<file path="src/rtl/itrx_aib_phy_rx_deser.sv">
// AIB receive deserializer: packs two DDR beats into one 4*DWIDTH word and locks word phase on a marker bit.
// Define ITRX_AIB_RX_DESER_ERRCNT_EN to build the err_clr / mark_err_cnt saturating bad-word counter.
module itrx_aib_phy_rx_deser #(
    parameter int DWIDTH     = 20,
    parameter int MARK_BIT   = DWIDTH - 1,
    parameter int LOCK_CNT   = 8,
    parameter int ERR_THRESH = 4
) (
    input  logic                  inclk_dist,
    input  logic                  rx_irstb,
    input  logic                  align_en,
    input  logic [DWIDTH-1:0]     odat0,
    input  logic [DWIDTH-1:0]     odat1,
`ifdef ITRX_AIB_RX_DESER_ERRCNT_EN
    input  logic                  err_clr,
    output logic [7:0]            mark_err_cnt,
`endif
    output logic [4*DWIDTH-1:0]   dout,
    output logic                  dout_vld,
    output logic                  rx_locked,
    output logic [1:0]            align_state
);

    typedef enum logic [1:0] {
        ST_IDLE   = 2'd0,
        ST_HUNT   = 2'd1,
        ST_VERIFY = 2'd2,
        ST_LOCKED = 2'd3
    } state_t;

    localparam logic [3:0] LOCK_LIM = 4'(LOCK_CNT);
    localparam logic [3:0] ERR_LIM  = 4'(ERR_THRESH);

    // s1/hold are packed {odat1, odat0}, so the marker sits at bit MARK_BIT of each
    logic [2*DWIDTH-1:0] s1_q, s1_d;
    logic [2*DWIDTH-1:0] hold_q, hold_d;
    logic                ph_q, ph_d;
    state_t              state_q, state_d;
    logic [3:0]          good_cnt_q, good_cnt_d;
    logic [3:0]          miss_cnt_q, miss_cnt_d;
    logic [4*DWIDTH-1:0] dout_q, dout_d;
    logic                dout_vld_q, dout_vld_d;
    logic                rx_locked_q, rx_locked_d;
    logic                word_good;

    assign word_good = hold_q[MARK_BIT] & ~s1_q[MARK_BIT];

    always_comb begin
        s1_d        = {odat1, odat0};
        hold_d      = ph_q ? hold_q : s1_q;
        ph_d        = ph_q;
        state_d     = state_q;
        good_cnt_d  = good_cnt_q;
        miss_cnt_d  = miss_cnt_q;
        dout_d      = dout_q;
        dout_vld_d  = 1'b0;

        if (!align_en) begin
            state_d    = ST_IDLE;
            ph_d       = 1'b0;
            good_cnt_d = '0;
            miss_cnt_d = '0;
        end else begin
            case (state_q)
                ST_IDLE: begin
                    state_d = ST_HUNT;
                end
                ST_HUNT: begin
                    if (s1_q[MARK_BIT]) begin
                        ph_d       = 1'b1;
                        good_cnt_d = '0;
                        state_d    = ST_VERIFY;
                    end
                end
                ST_VERIFY: begin
                    ph_d = ~ph_q;
                    if (ph_q) begin
                        if (!word_good) begin
                            state_d    = ST_HUNT;
                            ph_d       = 1'b0;
                            good_cnt_d = '0;
                        end else if (good_cnt_q + 4'd1 == LOCK_LIM) begin
                            state_d    = ST_LOCKED;
                            good_cnt_d = '0;
                        end else begin
                            good_cnt_d = good_cnt_q + 4'd1;
                        end
                    end
                end
                ST_LOCKED: begin
                    ph_d = ~ph_q;
                    if (ph_q) begin
                        // data is forwarded even for a bad (possibly lock-losing) word
                        dout_d     = {s1_q, hold_q};
                        dout_vld_d = 1'b1;
                        if (word_good) begin
                            miss_cnt_d = '0;
                        end else if (miss_cnt_q + 4'd1 == ERR_LIM) begin
                            state_d    = ST_HUNT;
                            ph_d       = 1'b0;
                            miss_cnt_d = '0;
                        end else begin
                            miss_cnt_d = miss_cnt_q + 4'd1;
                        end
                    end
                end
                default: begin
                    state_d = ST_IDLE;
                end
            endcase
        end

        rx_locked_d = (state_d == ST_LOCKED);
    end

    always_ff @(posedge inclk_dist or negedge rx_irstb) begin
        if (!rx_irstb) begin
            s1_q        <= '0;
            hold_q      <= '0;
            ph_q        <= 1'b0;
            state_q     <= ST_IDLE;
            good_cnt_q  <= '0;
            miss_cnt_q  <= '0;
            dout_q      <= '0;
            dout_vld_q  <= 1'b0;
            rx_locked_q <= 1'b0;
        end else begin
            s1_q        <= s1_d;
            hold_q      <= hold_d;
            ph_q        <= ph_d;
            state_q     <= state_d;
            good_cnt_q  <= good_cnt_d;
            miss_cnt_q  <= miss_cnt_d;
            dout_q      <= dout_d;
            dout_vld_q  <= dout_vld_d;
            rx_locked_q <= rx_locked_d;
        end
    end

`ifdef ITRX_AIB_RX_DESER_ERRCNT_EN
    logic [7:0] err_cnt_q, err_cnt_d;
    logic       locked_bad;

    assign locked_bad = align_en & (state_q == ST_LOCKED) & ph_q & ~word_good;

    always_comb begin
        err_cnt_d = err_cnt_q;
        if (err_clr) begin
            err_cnt_d = '0;
        end else if (locked_bad && (err_cnt_q != 8'hFF)) begin
            err_cnt_d = err_cnt_q + 8'd1;
        end
    end

    always_ff @(posedge inclk_dist or negedge rx_irstb) begin
        if (!rx_irstb) begin
            err_cnt_q <= '0;
        end else begin
            err_cnt_q <= err_cnt_d;
        end
    end

    assign mark_err_cnt = err_cnt_q;
`endif

    assign dout        = dout_q;
    assign dout_vld    = dout_vld_q;
    assign rx_locked   = rx_locked_q;
    assign align_state = state_q;

endmodule

</file>
<file path="config.mk">
export PLATFORM = sky130hd
export DESIGN_NAME = itrx_aib_phy_rx_deser
export DESIGN_NICKNAME = d
export VERILOG_FILES = /design/src/rtl/itrx_aib_phy_rx_deser.sv
export SDC_FILE = /design/constraint.sdc
export NUM_CORES = 1
export LEC_CHECK = 0
export CORE_UTILIZATION = 35
export DETAILED_ROUTE_END_ITERATION = 8
export PLACE_DENSITY = 0.63
export SETUP_SLACK_MARGIN = 0.3
export SLEW_MARGIN = 20
export SYNTH_ARGS = -nofsm -noshare
export SYNTH_HDL_FRONTEND = slang
export SYNTH_SLANG_ARGS = --single-unit
</file>
<file path="constraint.sdc">
create_clock -name inclk_dist -period 1.5 [get_ports inclk_dist]
set_input_delay 0.3 -clock inclk_dist [delete_from_list [all_inputs] [get_ports inclk_dist]]
set_output_delay 0.3 -clock inclk_dist [all_outputs]
set_load 0.005 [all_outputs]
</file>
==> summary.md <==
| Metric | Value |
|---|---|
| Post-route ant nets | 0 |
| Proportion of layout cells with a drive suffix above 1 | 0.455 |
| Drt drc | 0 |
| Inst Count DP | 888 |
| Critical Path End Type | register |
| Non-Filler Instances | 1000 |
| Dpl cell area | 0.00790 mm2 |
| Grt total ovfl | 0 |
| Sequential share of power | 0.444 |
| Slew HR | 0.745 |
| Data required time at the worst endpoint | 1.80 ns |
| NetSw | 3.63 mW |
| Post-synthesis cell count | 542 |
| Outcome | complete, no violations |
| Critical path arrival | 1.78 ns |
| Area Overhead vs Synth | 53.8% |
| Area contributors post-synth | dfrtp_1 70%, nand2_1 15%, mux2_2 7.2%, buf_2 1.1%, ha_1 0.80% |
| Detailed Place HPWL | 8710 um |
| Drt via density | 4.62 |
| Syn Area/Cell | 11.5 um2 |
| Max Clk Rate | 675 MHz |
| Yosys reg bits | 173 |
| Row cnt | 48 |
| Netlist cell types | 35 |
| Sink Count | 173 |
| Largest area contributor in the netlist | dfrtp_1 |
| Num ports | 127 |
| Initial antenna violation count | 0 |
| Final period util | 0.988 |
| Clock Path Buffers | 2 |
| Per-cell routed wire length | 16.3 um |
| VDD IR max | 0.767 mV |
| Root Buffer | clkbuf_16 |
| LEAKAGE | 4.77 nW |
| P_int | 10.1 mW |
| TritonCTS Buffers | 17 |
| Final Hold Viols | 0 |
| Unrepaired setup endpoints after global routing | yes |
| Final worst slack | 0.0183 ns |
| Fillers | 1439 |
| Drt initial violations | 188 |
| Seq/Total Area, Yosys | 0.696 |
| Final nets | 809 |
| Die ar. | 0.0183 mm2 |
| Pwr dens | 1440 mW/mm2 |
| Die span in y | 135 um |
| Clk_skew | 0.00707 ns |
| Share of the synthesized area in the top cell type | 0.696 |
| Comb power frac | 0.207 |
| Final critical-path required period | 1.48 ns |
| Total GRT Usage | 0.185 |
| TritonCTS clock tree | built |
| Largest net degree at the start of global routing | 48 |
| Die W | 135 um |
| Routed wire length | 16300 um |
| Layout Utilization | 0.553 |
| CP Max Fanout | 4 |
| Placer Congestion | 0.739 |
| Setup Slack @ Placement | -0.172 ns |
| Clock power share | 0.349 |
| Mapped Nets | 589 |
| Final Power | 13.7 mW |
| Vias in the first global route | 4677 |
| Synth warn | 0 |
| Hold Crit Class | input pin to register |
| I/O Buffers | 126 |
| Critical Path Source Type | register |
| Worst Tran Pin Value | 0.382 ns |
| Fin area | 0.00957 mm2 |
| Global-route wire length before repair | 25200 um |
| Final slew viol count | 0 |
| Setup violators final | 0 |
| Antenna cell count | 0 |
| Max-cap viol count | 0 |
| Starting Density | 0.360 |
| Critical path class | register to register |
| Worst-path clk slew | 0.07 ns |
| CTS HTree Levels | 4 |
| Sw frac | 0.264 |
| Cell area after synthesis | 0.00622 mm2 |
| Drt first pass iters | 5 |
| Clock latency at the later pin of the worst-skew pair | 0.42 ns |
| Via count | 4617 |
| Core area | 0.0173 mm2 |
-- synth_stat cells --
library cell / number
nor2b_1: 3
a21oi_1: 1
inv_1: 5
and2_1: 1
o32ai_1: 1
xor2_1: 2
o221ai_1: 1
o31ai_1: 2
nand3b_1: 1
buf_2: 14
nor3_2: 1
inv_2: 2
dfrtp_1: 173
nand4_1: 1
nand2b_1: 1
nor2_2: 1
mux2_2: 40
nand3_1: 7
nor2_1: 3
xnor2_1: 2
a22o_1: 1
o21ai_1: 5
mux2i_1: 1
o31ai_2: 1
o311a_1: 1
nand2_1: 250
o311a_4: 1
a21o_1: 1
a211oi_1: 2
a31oi_1: 2
clkbuf_1: 7
nor4_1: 1
o21ai_0: 1
ha_1: 4
buf_4: 2
-- power groups by stage --
| stage | Clock (mW) | Combinational (mW) | Sequential, mW |
|---|---|---|---|
| global placement | 0 | 2.58 | 6.15 |
| finish | 4.79 | 2.84 | 6.10 |
| detailed placement | 0 | 2.64 | 6.16 |
| CTS | 4.89 | 2.33 | 6.06 |
| floorplan | 0 | 0.818 | 6.09 |
| global route | 5.09 | 3.12 | 6.19 |
-- cells in the final DEF (no fill, tap or decap), types with 2 or more instances in the layout --
cell type          n
a31oi_1            2
buf_12            10
buf_16            16
buf_2             83
buf_4             64
buf_6              8
bufinv_16          4
clkbuf_16         17
clkbuf_8           3
clkdlybuf4s50_1   41
clkinvlp_4         5
dfrtp_1          167
dfrtp_2            6
ha_4               4
inv_1              3
inv_2              3
inv_6              2
mux2_2            40
nand2_1          184
nand2_2           45
nand2_4           21
nand3_1            6
nor2_1             3
o21ai_1            3
o21ai_2            2
o31ai_2            2
xnor2_1            2
xor2_2             2
-- area by class of cell --
class | count | area, um2 | area share
Clock buffer | 20 | 467 | 0.0488
Tap cell | 225 | 282 | 0.0294
Sequential cell | 173 | 4340 | 0.453
Multi-Input combinational cell | 339 | 2200 | 0.230
Clock inverter | 12 | 184 | 0.0192
Timing Repair Buffer | 224 | 2060 | 0.216
Inverter | 7 | 38.8 | 0.00405
-- kinds of logic after synthesis --
| logic type | synth area share |
|---|---|
| multiplexers | 0.0740 |
| adder cells (fa/ha/maj) | 0.00805 |
| flip-flops | 0.696 |
| AO/OA/AOI/OAI | 0.0249 |
| XOR/XNOR | 0.00563 |
| AND/OR/NAND/NOR | 0.169 |
| buffers and inverters | 0.0221 |
-- what timing repair did --
item | in CTS | in global routing
setup buffers | 35 | 31
cloned | 13 | 0
hold buffers | 1 | 0
gates resized for setup | 388 | 97
endpoints found under the hold margin | 29 | 0
pin swaps | 24 | 29
endpoints found under the setup margin | 194 | 194
-- stage by stage --
step                hold WS, ns  TNS, ns
global placement          0.227    -9.03
CTS                       0.290        0
detailed placement        0.228   -11.13
finish                    0.312        0
global route              0.287  -0.0461
floorplan               0.00441        0
-- worst max-delay path, cell delays in order, from the launching register on --
cell and delay [ns]:
dfrtp_1 0.42, buf_4 0.15, nand3_1 0.15, xor2_2 0.24
nand2_2 0.10, a31oi_1 0.21, mux2i_1 0.10
-- final timing paths --
| kind | end | cells past startpoint | slack (ns) | startpoint |
|---|---|---|---|---|
| max | miss_cnt_q[2] | 6 | 0.02 | miss_cnt_q[0] |
| min | s1_q[16] | 1 | 0.31 | odat0[16] |
| max reg2reg | miss_cnt_q[2] | 6 | 0.02 | miss_cnt_q[0] |
| min reg2reg | dout[63] | 2 | 0.46 | s1_q[23] |
| max in group asynchronous | dout[75] | 3 | 0.55 | rx_irstb |
| min in group asynchronous | dout[55] | 2 | 0.35 | rx_irstb |
-- metal layers --
metal,track usage,up-vias,share of wire
li1,-,2164,-
met1,0.249,2320,0.44
met2,0.291,114,0.50
met3,0.0423,19,0.046
met4,0.0724,0,0.014
met5,0,-,0
-- flip-flops by register name (all words and copies together), names as in the netlist --
name         flops
dout            80
dout_vld         1
ph_q             1
rx_locked        1
s1_q            40
miss_cnt_q       4
hold_q          40
align_state      2
good_cnt_q       4
Power figures use the tool's default switching activity.
